### src/rtl/sram_arbiter_pkg.sv
// Shared ids and encodings for the SRAM bus arbiter slice.
package sram_arbiter_pkg;

  typedef enum logic {
    SRC_INST = 1'b0,
    SRC_DATA = 1'b1
  } src_e;

  typedef enum logic [1:0] {
    IDLE   = 2'd0,
    LOCK_I = 2'd1,
    LOCK_D = 2'd2
  } state_e;

  localparam logic [1:0] SZ_BYTE = 2'd0;
  localparam logic [1:0] SZ_HALF = 2'd1;
  localparam logic [1:0] SZ_WORD = 2'd2;

endpackage

### src/rtl/sram_arb_order_fifo.sv
// In-order record of which requester owns each outstanding bus transaction.
module sram_arb_order_fifo
  import sram_arbiter_pkg::*;
#(
  parameter int MAX_OUTST = 4
) (
  input  logic                           clk,
  input  logic                           rst,
  input  logic                           push,
  input  src_e                           push_src,
  input  logic                           pop,
  output src_e                           head,
  output logic                           full,
  output logic                           empty,
  output logic [$clog2(MAX_OUTST):0]     count
);

  localparam int PW = $clog2(MAX_OUTST);
  localparam int CW = PW + 1;

  src_e          mem [MAX_OUTST];
  logic [PW-1:0] wr_ptr;
  logic [PW-1:0] rd_ptr;
  logic          do_push;
  logic          do_pop;

  assign full    = (count == CW'(MAX_OUTST));
  assign empty   = (count == '0);
  assign do_pop  = pop && !empty;
  // A pop in the same cycle frees the slot, so a push into a full FIFO is legal then.
  assign do_push = push && (!full || do_pop);
  assign head    = mem[rd_ptr];

  always_ff @(posedge clk or posedge rst) begin
    if (rst) begin
      wr_ptr <= '0;
      rd_ptr <= '0;
      count  <= '0;
    end else begin
      if (do_push) wr_ptr <= wr_ptr + PW'(1);
      if (do_pop)  rd_ptr <= rd_ptr + PW'(1);
      case ({do_push, do_pop})
        2'b10:   count <= count + CW'(1);
        2'b01:   count <= count - CW'(1);
        default: count <= count;
      endcase
    end
  end

  always_ff @(posedge clk) begin
    if (do_push) mem[wr_ptr] <= push_src;
  end

endmodule

### src/rtl/sram_arbiter.sv
// Two-requester SRAM bus arbiter with grant locking and in-order response routing.
// Optional SRAM_ARB_RR_EN: round-robin priority in IDLE instead of fixed data-first.
module sram_arbiter
  import sram_arbiter_pkg::*;
#(
  parameter int MAX_OUTST = 4,
  parameter int ADDR_W    = 32
) (
  input  logic              clk,
  input  logic              rst,
  input  logic              inst_req,
  input  logic [ADDR_W-1:0] inst_addr,
  output logic              inst_addr_ok,
  output logic              inst_data_ok,
  output logic [31:0]       inst_rdata,
  input  logic              data_req,
  input  logic              data_wr,
  input  logic [1:0]        data_size,
  input  logic [3:0]        data_wstrb,
  input  logic [ADDR_W-1:0] data_addr,
  input  logic [31:0]       data_wdata,
  output logic              data_addr_ok,
  output logic              data_data_ok,
  output logic [31:0]       data_rdata,
  output logic              bus_req,
  output logic              bus_wr,
  output logic [1:0]        bus_size,
  output logic [3:0]        bus_wstrb,
  output logic [ADDR_W-1:0] bus_addr,
  output logic [31:0]       bus_wdata,
  input  logic              bus_addr_ok,
  input  logic              bus_data_ok,
  input  logic [31:0]       bus_rdata
);

  localparam int CNT_W = $clog2(MAX_OUTST) + 1;

  state_e           state_q, state_d;
  src_e             win;
  logic             win_v;
  logic             space;
  logic             pop_v;
  logic             acc;
  logic             data_first;
  src_e             fifo_head;
  logic             fifo_full;
  logic             fifo_empty;
  logic [CNT_W-1:0] fifo_cnt;

  // Responses and grants are held off while reset is asserted so outputs drop immediately.
  assign pop_v = bus_data_ok && !fifo_empty && !rst;
  assign space = !rst && (!fifo_full || pop_v);

`ifdef SRAM_ARB_RR_EN
  logic prio_d_q;

  always_ff @(posedge clk or posedge rst) begin
    if (rst)      prio_d_q <= 1'b1;
    else if (acc) prio_d_q <= (win == SRC_INST);
  end

  assign data_first = prio_d_q;
`else
  assign data_first = 1'b1;
`endif

  always_ff @(posedge clk or posedge rst) begin
    if (rst) state_q <= IDLE;
    else     state_q <= state_d;
  end

  always_comb begin
    state_d   = state_q;
    win_v     = 1'b0;
    win       = SRC_DATA;
    bus_wr    = 1'b0;
    bus_size  = SZ_WORD;
    bus_wstrb = '0;
    bus_addr  = '0;
    bus_wdata = '0;
    case (state_q)
      LOCK_I: begin
        win_v = 1'b1;
        win   = SRC_INST;
      end
      LOCK_D: begin
        win_v = 1'b1;
        win   = SRC_DATA;
      end
      default: begin
        if (space) begin
          if (data_req && (data_first || !inst_req)) begin
            win_v = 1'b1;
            win   = SRC_DATA;
          end else if (inst_req) begin
            win_v = 1'b1;
            win   = SRC_INST;
          end
        end
      end
    endcase
    bus_req = win_v && space;
    acc     = bus_req && bus_addr_ok;
    // A locked grant that is not presented (FIFO full) simply keeps its lock state.
    if (bus_req) begin
      if (acc)                  state_d = IDLE;
      else if (win == SRC_DATA) state_d = LOCK_D;
      else                      state_d = LOCK_I;
    end
    if (win_v && win == SRC_DATA) begin
      bus_wr    = data_wr;
      bus_size  = data_size;
      bus_wstrb = data_wstrb;
      bus_addr  = data_addr;
      bus_wdata = data_wdata;
    end else if (win_v) begin
      bus_addr  = inst_addr;
    end
  end

  assign inst_addr_ok = acc && (win == SRC_INST);
  assign data_addr_ok = acc && (win == SRC_DATA);
  assign inst_data_ok = pop_v && (fifo_head == SRC_INST);
  assign data_data_ok = pop_v && (fifo_head == SRC_DATA);
  assign inst_rdata   = bus_rdata;
  assign data_rdata   = bus_rdata;

  sram_arb_order_fifo #(
    .MAX_OUTST (MAX_OUTST)
  ) u_fifo (
    .clk      (clk),
    .rst      (rst),
    .push     (acc),
    .push_src (win),
    .pop      (pop_v),
    .head     (fifo_head),
    .full     (fifo_full),
    .empty    (fifo_empty),
    .count    (fifo_cnt)
  );

  always @(posedge clk) begin
    if (!rst) assert (fifo_cnt <= CNT_W'(MAX_OUTST));
  end

endmodule

### config.mk
export PLATFORM = sky130hd
export DESIGN_NAME = sram_arbiter
export DESIGN_NICKNAME = d
export VERILOG_FILES = /design/src/rtl/sram_arbiter_pkg.sv /design/src/rtl/sram_arb_order_fifo.sv /design/src/rtl/sram_arbiter.sv
export SDC_FILE = /design/constraint.sdc
export NUM_CORES = 1
export LEC_CHECK = 0
export BUFFER_PORTS_ARGS = -buffer_cell sky130_fd_sc_hd__buf_4
export CORE_AREA = 3 3 109 111
export CTS_CLUSTER_DIAMETER = 200
export CTS_CLUSTER_SIZE = 10
export DETAILED_ROUTE_END_ITERATION = 10
export DIE_AREA = 0 0 112 114
export GPL_ROUTABILITY_DRIVEN = 0
export GPL_TIMING_DRIVEN = 0
export SLEW_MARGIN = 15
export SYNTH_ARGS = -nofsm -noshare
export SYNTH_HDL_FRONTEND = slang
export SYNTH_SLANG_ARGS = --single-unit
export TNS_END_PERCENT = 5
### constraint.sdc
create_clock -name clk -period 3.45 [get_ports clk]
set_clock_uncertainty 0.2 [all_clocks]
set_input_delay 0.69 -clock clk [delete_from_list [all_inputs] [get_ports clk]]
set_output_delay 0.69 -clock clk [all_outputs]
set_load 0.02 [all_outputs]
==> run_results.csv, run 1 <==
group,metric,value,unit
finish,fillers,1136,
worst_hold_path,worstHoldPathType,"flip-flop to flip-flop",
critical_path,r2r_end,"u_fifo.count[2]$_DFFE_PP0P_",
detailed_routing,vias,3419,
placed_design,pre_cts_ws,88.2,ps
detailed_routing,first_pass_iters,4,
clocking,h-tree-depth,1,
yosys,synth_adder_area_share,3.74,%
clocking,clock_sinks,13,
yosys,avgSynthCellArea,7.54,um2
yosys,syn_inst,337,
yosys,synth_area_leaders,"buf_4, nor4_1, and2_1",
yosys,synth_top_family_by_area,"simple AND/OR/NAND/NOR gates",
finish,final_nets,738,
yosys,syn_nets,485,
sta,finalSetupTns,0,ps
critical_path,cp.depth,8,
finish,drive_gt1_share,59.1,%
detailed_routing,via_per_inst,4.68,
detailed_routing,drtAntennaViolNets,0,
critical_path,critical_path.max_fanout,10,
flow_run,cap_violations,0,
critical_path,path_cells,"inv_1, ha_1, buf_4, nor2_2, clkbuf_2, a311oi_1, nor4_1, buf_4",
die,row_count,38,
finish,final_cell_mix,"buf_4, nor4_1, and2_1, nor2_1, a311oi_1",
yosys,netlist.area_leader.share,19.2,%
grt,grt_pass1_wl,17600,um
sta,final.period_utilization,95.9,%
critical_path,worstSetupStartpointType,"flip-flop",
finish,final_common_cell,"buf_4",
clocking,cts_tree,"yes",
yosys,yosys.area_share.simple,37.2,%
grt,overflow,0,
die,die_w,112,um
grt,grt_max_degree,19,
sta,finalHoldViolations,0,
critical_path,worstReg2RegStart,"state_q[0]$_DFFE_PP0N_",
sta,slew_viol_final,0,
clocking,cts_setup_buffers,0,
yosys,synth.distinct_cells,38,
die,top_level_ports,281,
critical_path,critPathArrivalTime,2420,ps
sta,rsz0062_at_grt,"true",
detailed_routing,wl_per_cell,16.4,um
detailed_routing,drt-initial-drc-count,242,
sta,fmax,302,MHz
grt,grt_pass1_vias,3352,
grt,antenna_found_initial,1,
critical_path,critical_path_buf_inv_count,4,
power_and_ir_drop,ir_drop,0.344,mV
sta,max-slew-margin-rel,50.1,%
clocking,cts_buffer_depth,2,
grt,grt.total_usage,16.7,%
die,start_util,23.4,%
critical_path,timing.reg2reg.worst_path_depth,12,
sta,setup_ws,142,ps
sta,min_period,3310,ps
detailed_routing,postRouteWirelength,11900,um
yosys,syn-cell-area,2540,um2
clocking,cts-root-buf,"clkbuf_8",
clocking,clk_latency,240,ps
yosys,muxShareOfSynthArea,1.72,%
die,die_y,114,um
placed_design,hpwl,10000,um
die,core_area,10900,um2
yosys,ys_seq_area_share,13.6,%
clocking,cts_made_buffers,3,
sta,worst_pin_slew,746,ps
critical_path,cp_top_family,"buffers and inverters",
detailed_routing,drcViolationCount,0,
placed_design,io_buffers,248,
clocking,clkSlewWorstSetupHoldPaths,60,ps
yosys,synth_warnings,0,
sta,setup_viol,0,
critical_path,cpMostUsedCell,"buf_4",
yosys,async_flop_share,69.2,%
yosys,synthXorXnorAreaFrac,2.07,%
yosys,synth_edf_count,4,
critical_path,required,2560,ps
yosys,synth-compound-area-share,14.2,%
yosys,synth_area_leader_cell,"buf_4",
critical_path,end_kind,"output pin",
finish,synthToLayoutAreaGrowth,82.3,%
power_and_ir_drop,total_power,3.46,mW
critical_path,setup.worst_path.start,"state_q[0]$_DFFE_PP0N_",
critical_path,cp_slowest_cell,"nor4_1",
critical_path,r2r_slack,590,ps
critical_path,setup.worst_path.end,"bus_addr[25]",
yosys,ys_dominant_reg_cell,"dfrtp_1",
power_and_ir_drop,p_per_area,746,nW/um2
critical_path,worstSetupPathType,"flip-flop to output pin",
critical_path,max_stage_delay,410,ps
yosys,yosys_register_bits,13,
outcome,status,"finished, final reports clean",
die,dieArea,12800,um2
power_and_ir_drop,p_leak,2.31,nW
-- area by class of cell --
cell class	instances	area [um2]	share of cell area (%)
Buffer	100	669	14.4
Clock inverter	1	5.00	0.108
Antenna cell	1	2.50	0.0540
Tap cell	140	175	3.78
Sequential cell	13	345	7.45
Multi-Input combinational cell	214	1500	32.3
Timing Repair Buffer	248	1860	40.2
Clock buffer	3	41.3	0.891
Inverter	10	37.5	0.810
-- registers in the layout, summed over array words and instances, names as in the netlist --
| signal | flops |
|---|---|
| u_fifo.mem | 4 |
| state_q | 2 |
| u_fifo.wr_ptr | 2 |
| u_fifo.count | 3 |
| u_fifo.rd_ptr | 2 |
-- cells by family after synthesis --
| family | Yosys count |
|---|---|
| mux | 3 |
| fa+ha+maj | 7 |
| simple gates | 160 |
| compound gates | 38 |
| buf+inv | 110 |
| flops | 13 |
| xor+xnor | 6 |
-- through the flow --
stage                     cell area, um2  instances  util, %  hold slack, ps
after floorplan                     2540        337        -             250
after global placement              4580        725     42.1             275
after detailed placement            4580        725     42.1             296
after CTS                           4630        729     42.5             305
after global routing                4640        730     42.6             347
final                               4640        730     42.6             312
-- where the power goes --
group,internal (mW),total [mW],switching (mW)
Combinational,1.26,3.03,1.76
Clock,0.0797,0.138,0.0586
Sequential,0.235,0.291,0.0567
-- synth_stat cells (5+ instances only) --
cell       n
and2_1    44
inv_1      9
buf_2     10
nor4_1    64
nor2_1    35
ha_1       6
a311oi_1  27
clkbuf_1  20
dfrtp_1    9
buf_4     65
a311oi_2   5
-- per-layer routing --
layer	up-vias	wire length, um	GRT usage, %
li1	1679	-	-
met1	1529	4470	19.3
met4	0	200	3.29
met3	12	1210	4.83
met2	199	6050	30.7
met5	-	0	0
-- worst min-delay path by stage --
stage                                      start                            to  slack, ps  depth (start not counted)
floorplan           u_fifo.rd_ptr[1]$_DFFE_PP0P_  u_fifo.rd_ptr[1]$_DFFE_PP0P_        250                          1
global placement    u_fifo.rd_ptr[1]$_DFFE_PP0P_  u_fifo.rd_ptr[1]$_DFFE_PP0P_        280                          1
detailed placement  u_fifo.rd_ptr[1]$_DFFE_PP0P_  u_fifo.rd_ptr[1]$_DFFE_PP0P_        300                          1
CTS                 u_fifo.rd_ptr[1]$_DFFE_PP0P_  u_fifo.rd_ptr[1]$_DFFE_PP0P_        310                          1
global route         u_fifo.count[2]$_DFFE_PP0P_   u_fifo.count[2]$_DFFE_PP0P_        350                          1
finish              u_fifo.rd_ptr[1]$_DFFE_PP0P_  u_fifo.rd_ptr[1]$_DFFE_PP0P_        310                          1
-- timing repair --
action / CTS / global route
hold buffers: 0 / 0
gates resized for setup: 1 / 9
setup endpoints to repair: 2 / 18
Note: power is estimated with default switching activity, not from simulation.
==> inputs of run 2 (changes only) <==
--- a/config.mk
+++ b/config.mk
@@ -13,6 +13,8 @@
 export DIE_AREA = 0 0 112 114
 export GPL_ROUTABILITY_DRIVEN = 0
 export GPL_TIMING_DRIVEN = 0
+export PLACE_DENSITY_LB_ADDON = 0.08
+export SETUP_SLACK_MARGIN = 0.02
 export SLEW_MARGIN = 15
 export SYNTH_ARGS = -nofsm -noshare
 export SYNTH_HDL_FRONTEND = slang
==> run 2 against run 1 <==
Net effect: utilization barely moved; critical path type is now primary input to output pin; critical endpoint is now bus_addr[24]; critical path depth fell by 2; non-clock buffer count did not move; design area barely moved.
==> run_results.csv, run 2 (synthesis gave the netlist of run 1 again) <==
group,metric,value,unit
sta,finalHoldViolations,0,
finish,top_regs,"u_fifo.mem (4), u_fifo.count (3)",
die,row_count,38,
grt,antenna_found_initial,0,
detailed_routing,highest_layer,"met4",
critical_path,worstReg2RegStart,"state_q[0]$_DFFE_PP0N_",
critical_path,cp_slowest_cell,"nor4b_4",
power_and_ir_drop,ir_drop,0.380,mV
power_and_ir_drop,p_leak,2.30,nW
clocking,cts_hold_buffers,0,
sta,fmax,304,MHz
grt,grt_max_degree,19,
critical_path,worstSetupStartpointType,"primary input",
detailed_routing,drcViolationCount,0,
clocking,cts_buffer_depth,2,
die,dieArea,12800,um2
critical_path,cpMostUsedCell,"buf_4",
finish,final_common_cell,"buf_4",
clocking,clkSlewWorstSetupHoldPaths,50,ps
placed_design,hpwl,10200,um
die,top_level_ports,281,
grt,grt_pass1_vias,3285,
finish,largest_register_ff_count,4,
clocking,clock_sinks,13,
sta,setup_viol,0,
finish,synthToLayoutAreaGrowth,82.2,%
critical_path,critical_path_buf_inv_count,3,
detailed_routing,met2_length,6150,um
critical_path,critPathArrivalTime,2400,ps
die,core_area,10900,um2
clocking,cts_tree,"yes",
flow_run,cap_violations,0,
detailed_routing,first_pass_iters,4,
detailed_routing,postRouteWirelength,12100,um
clocking,clk_latency,240,ps
finish,regMostFlops,"u_fifo.mem",
detailed_routing,vias,3435,
finish,stdcell_count,729,
sta,final.period_utilization,95.4,%
critical_path,worstSetupPathType,"primary input to output pin",
die,die_y,114,um
sta,finalSetupTns,0,ps
die,start_util,23.4,%
sta,fin_hold_ws,286,ps
critical_path,end_kind,"output pin",
critical_path,cp_top_family,"simple AND/OR/NAND/NOR gates",
clocking,cts_made_buffers,3,
detailed_routing,dr_wl_met3,848,um
sta,rsz0062_at_grt,"true",
critical_path,path_cells,"buf_4, nor4b_4, o31a_1, clkbuf_1, nor4_1, buf_4",
sta,min_period,3290,ps
critical_path,setup.worst_path.start,"bus_data_ok",
die,die_w,112,um
worst_hold_path,worstHoldPathType,"flip-flop to flip-flop",
clocking,cts-root-buf,"clkbuf_8",
finish,drive_gt1_share,58.9,%
outcome,status,"finished, final reports clean",
sta,worst_pin_slew,791,ps
detailed_routing,wl_met1,4750,um
grt,grt.total_usage,16.9,%
clocking,h-tree-depth,1,
worst_hold_path,min_from,"u_fifo.rd_ptr[1]$_DFFE_PP0P_",
detailed_routing,via_per_inst,4.71,
sta,slew_viol_final,0,
placed_design,dpl.cell_count,725,
placed_design,io_buffers,248,
critical_path,required,2560,ps
critical_path,max_stage_delay,540,ps
sta,max-slew-margin-rel,47.2,%
critical_path,critical_path.max_fanout,10,
power_and_ir_drop,p_per_area,747,nW/um2
grt,grt_pass1_wl,17900,um
finish,final_nets,738,
detailed_routing,drtAntennaViolNets,0,
detailed_routing,wl_per_cell,16.5,um
grt,overflow,0,
finish,final_cell_mix,"buf_4, nor4_1, and2_1, nor2_1, a311oi_1",
finish,diodes,0,
detailed_routing,drt-initial-drc-count,170,
[run 2: cell types whose count changed in the layout (fill, tap and decap cells not counted), sizes merged]
cell | before | now
clkbuf | 24 | 25
clkinv | 2 | 1
diode | 1 | 0
[run 2: timing repair]
| action | 4_1_cts | 5_1_grt |
|---|---|---|
| setup buffers | 0 | 0 |
| endpoints found under the setup margin | 0 | 27 |
| endpoints found under the hold margin | 0 | 0 |
| gates resized for setup | 0 | 11 |
[run 2: where the power goes]
part	internal (mW)	switching (mW)	total, mW
combinational	1.26	1.77	3.04
sequential	0.235	0.0573	0.292
clock	0.0815	0.0521	0.134
total	1.58	1.88	3.46
[run 2: routing by layer]
metal | vias up | GRT usage, %
li1 | 1679 | -
met1 | 1579 | 21.6
met2 | 154 | 29.1
met3 | 23 | 2.97
met4 | 0 | 5.21
met5 | - | 0
[run 2: path summary, 6_finish.rpt]
check	endpoint	slack, ps	cells after the start
min in group asynchronous	state_q[0]$_DFFE_PP0N_	720	4
worst min register to register	u_fifo.rd_ptr[1]$_DFFE_PP0P_	290	1
worst min-delay path	u_fifo.rd_ptr[1]$_DFFE_PP0P_	290	1
worst max register to register	u_fifo.count[2]$_DFFE_PP0P_	530	12
worst max-delay path	bus_addr[24]	160	6
max in group asynchronous	u_fifo.count[1]$_DFFE_PP0P_	2050	4
[run 2: area by class of cell]
type | count | area (um2)
Fill cell | 1154 | 6260
Timing Repair Buffer | 248 | 1860
Multi-Input combinational cell | 214 | 1500
Buffer | 100 | 669
Sequential cell | 13 | 345
Tap cell | 140 | 175
Clock buffer | 4 | 45.0
Inverter | 10 | 37.5
[run 2: stage by stage]
stage               utilization (%)  total power, mW  setup slack (ps)  instance area, um2
finish                         42.5             3.46               157                4630
global placement               42.1             3.31              94.5                4580
global route                   42.5             3.73              15.0                4630
CTS                            42.5             3.49              41.5                4620
detailed placement             42.1             3.34              98.2                4580
floorplan                         -             2.13               374                2540
==> inputs of run 3 (changes only) <==
--- a/config.mk
+++ b/config.mk
@@ -13,7 +13,7 @@
 export DIE_AREA = 0 0 112 114
 export GPL_ROUTABILITY_DRIVEN = 0
 export GPL_TIMING_DRIVEN = 0
-export PLACE_DENSITY_LB_ADDON = 0.08
+export PLACE_DENSITY = 0.55
 export SETUP_SLACK_MARGIN = 0.02
 export SLEW_MARGIN = 15
 export SYNTH_ARGS = -nofsm -noshare
==> run 3 against run 2 <==
Net effect: wire length is 6.5% lower; total power is 0.57% lower; combinational power hardly changed; clock power hardly changed; via count is 1.3% higher; design area is 0.59% higher; sequential power hardly changed; count of clock-buffer cells in the layout is 1 lower; hold slack worse by 1.1 ps; die area stayed put; first-iteration DRC count is 26% higher; sequential share of layout area hardly changed; largest cell class unchanged.
==> run_results.csv, run 3 (synthesis gave the netlist of run 1 again) <==
group,metric,value,unit
detailed_routing,wl_per_cell,15.4,um
finish,synthToLayoutAreaGrowth,83.3,%
die,die_w,112,um
critical_path,end_kind,"output pin",
placed_design,hpwl,9400,um
finish,diodes,0,
finish,final_nets,740,
critical_path,required,2560,ps
clocking,clkSlewWorstSetupHoldPaths,60,ps
die,dieArea,12800,um2
finish,largest_register_ff_count,4,
clocking,cts-root-buf,"clkbuf_8",
critical_path,worstSetupStartpointType,"flip-flop",
sta,finalHoldViolations,0,
sta,min_period,3280,ps
detailed_routing,first_pass_iters,4,
finish,regMostFlops,"u_fifo.mem",
die,die_y,114,um
sta,fmax,305,MHz
clocking,cts_made_buffers,3,
sta,max-slew-margin-rel,50.1,%
grt,grt_pass1_vias,3361,
grt,grt_pass1_wl,16700,um
placed_design,io_buffers,248,
die,start_util,23.4,%
worst_hold_path,worstHoldPathType,"flip-flop to flip-flop",
die,core_area,10900,um2
detailed_routing,drtAntennaViolNets,0,
critical_path,critical_path.max_fanout,10,
sta,slew_viol_final,0,
critical_path,worstSetupPathType,"flip-flop to output pin",
detailed_routing,drcViolationCount,0,
die,row_count,38,
sta,rsz0062_at_grt,"true",
critical_path,max_stage_delay,440,ps
clocking,clock_sinks,13,
sta,final.period_utilization,95.0,%
power_and_ir_drop,p_leak,2.32,nW
grt,grt.total_usage,15.7,%
clocking,cts_buffer_depth,2,
critical_path,critPathArrivalTime,2390,ps
detailed_routing,via_per_inst,4.76,
power_and_ir_drop,p_per_area,739,nW/um2
finish,final_common_cell,"buf_4",
clocking,cts_tree,"yes",
outcome,status,"finished, final reports clean",
grt,overflow,0,
detailed_routing,vias,3481,
finish,drive_gt1_share,59.1,%
power_and_ir_drop,ir_drop,0.389,mV
die,top_level_ports,281,
detailed_routing,drt-initial-drc-count,215,
clocking,clk_latency,240,ps
sta,finalSetupTns,0,ps
sta,setup_viol,0,
critical_path,cp_slowest_cell,"clkbuf_1",
detailed_routing,postRouteWirelength,11300,um
finish,final_cell_mix,"buf_4, nor4_1, and2_1, nor2_1, a311oi_1",
finish,top_regs,"u_fifo.mem (4), u_fifo.count (3)",
critical_path,path_cells,"ha_1, buf_4, or2_2, clkbuf_1, clkbuf_1, nor2_1, nor4_1, buf_4",
flow_run,cap_violations,0,
clocking,cts_hold_buffers,0,
grt,grt_max_degree,19,
power_and_ir_drop,total_power,3.44,mW
sta,worst_pin_slew,746,ps
grt,antenna_found_initial,0,
clocking,h-tree-depth,1,
[run 3: cell types whose count changed in the layout (fill, tap and decap cells not counted)]
cell,before,now
clkinv_2,0,1
buf_4,313,314
buf_12,0,1
clkbuf_2,6,5
clkbuf_1,16,15
buf_1,0,1
[run 3: cell type report]
| class | instances | area, um2 |
|---|---|---|
| fillers | 1125 | 6230 |
| clock buffers | 3 | 41.3 |
| clock inverters | 1 | 5.00 |
| inverters | 10 | 37.5 |
| plain buffers | 100 | 668 |
| well taps | 140 | 175 |
| flip-flops and latches | 13 | 345 |
| multi-input cells | 214 | 1500 |
| repair buffers | 250 | 1890 |
[run 3: metrics by stage]
step           hold WS (ps)  worst slack (ps)  utilization, %  cell area [um2]  instances
4_1_cts                 291              41.0            42.5             4630        729
6_report                285               171            42.8             4660        731
2_1_floorplan           250               374               -             2540        337
3_5_place_dp            279              80.7            42.1             4580        725
5_1_grt                 328             -22.2            42.8             4660        731
3_3_place_gp            264               108            42.1             4580        725
[run 3: where the power goes]
group | total, mW | leakage [nW] | switching (mW) | internal [mW]
Clock | 0.137 | 0.0255 | 0.0571 | 0.0797
Sequential | 0.291 | 0.144 | 0.0564 | 0.235
Combinational | 3.01 | 2.15 | 1.74 | 1.27
[run 3: path summary, 6_finish.rpt]
kind	start	endpoint	slack, ps	cells after the start
max	state_q[1]$_DFFE_PP0N_	bus_addr[2]	170	8
min	u_fifo.rd_ptr[1]$_DFFE_PP0P_	u_fifo.rd_ptr[1]$_DFFE_PP0P_	280	1
max reg2reg	state_q[0]$_DFFE_PP0N_	u_fifo.count[2]$_DFFE_PP0P_	610	12
min reg2reg	u_fifo.rd_ptr[1]$_DFFE_PP0P_	u_fifo.rd_ptr[1]$_DFFE_PP0P_	280	1
max in group asynchronous	rst	u_fifo.wr_ptr[1]$_DFFE_PP0P_	2020	4
min in group asynchronous	rst	state_q[0]$_DFFE_PP0N_	730	4
[run 3: routing by layer]
metal	vias to the layer above	track usage [%]	wire length, um
li1	1685	-	-
met1	1582	18.1	4040
met2	208	30.1	5960
met3	6	4.08	1210
met4	0	2.00	71
met5	-	0	0
[run 3: timing repair]
item                       4_1_cts  5_1_grt
buffers inserted                 0        2
hold endpoints to repair         0        0
resized for setup                0       10
setup endpoints to repair        0       38
[run 3: critical path: cells and delay by family, from the launching register on]
family	cells	cell delay, ps
AND/OR/NAND/NOR	3	480
flip-flops	1	380
adder cells (fa/ha/maj)	1	270
buffers and inverters	4	1010
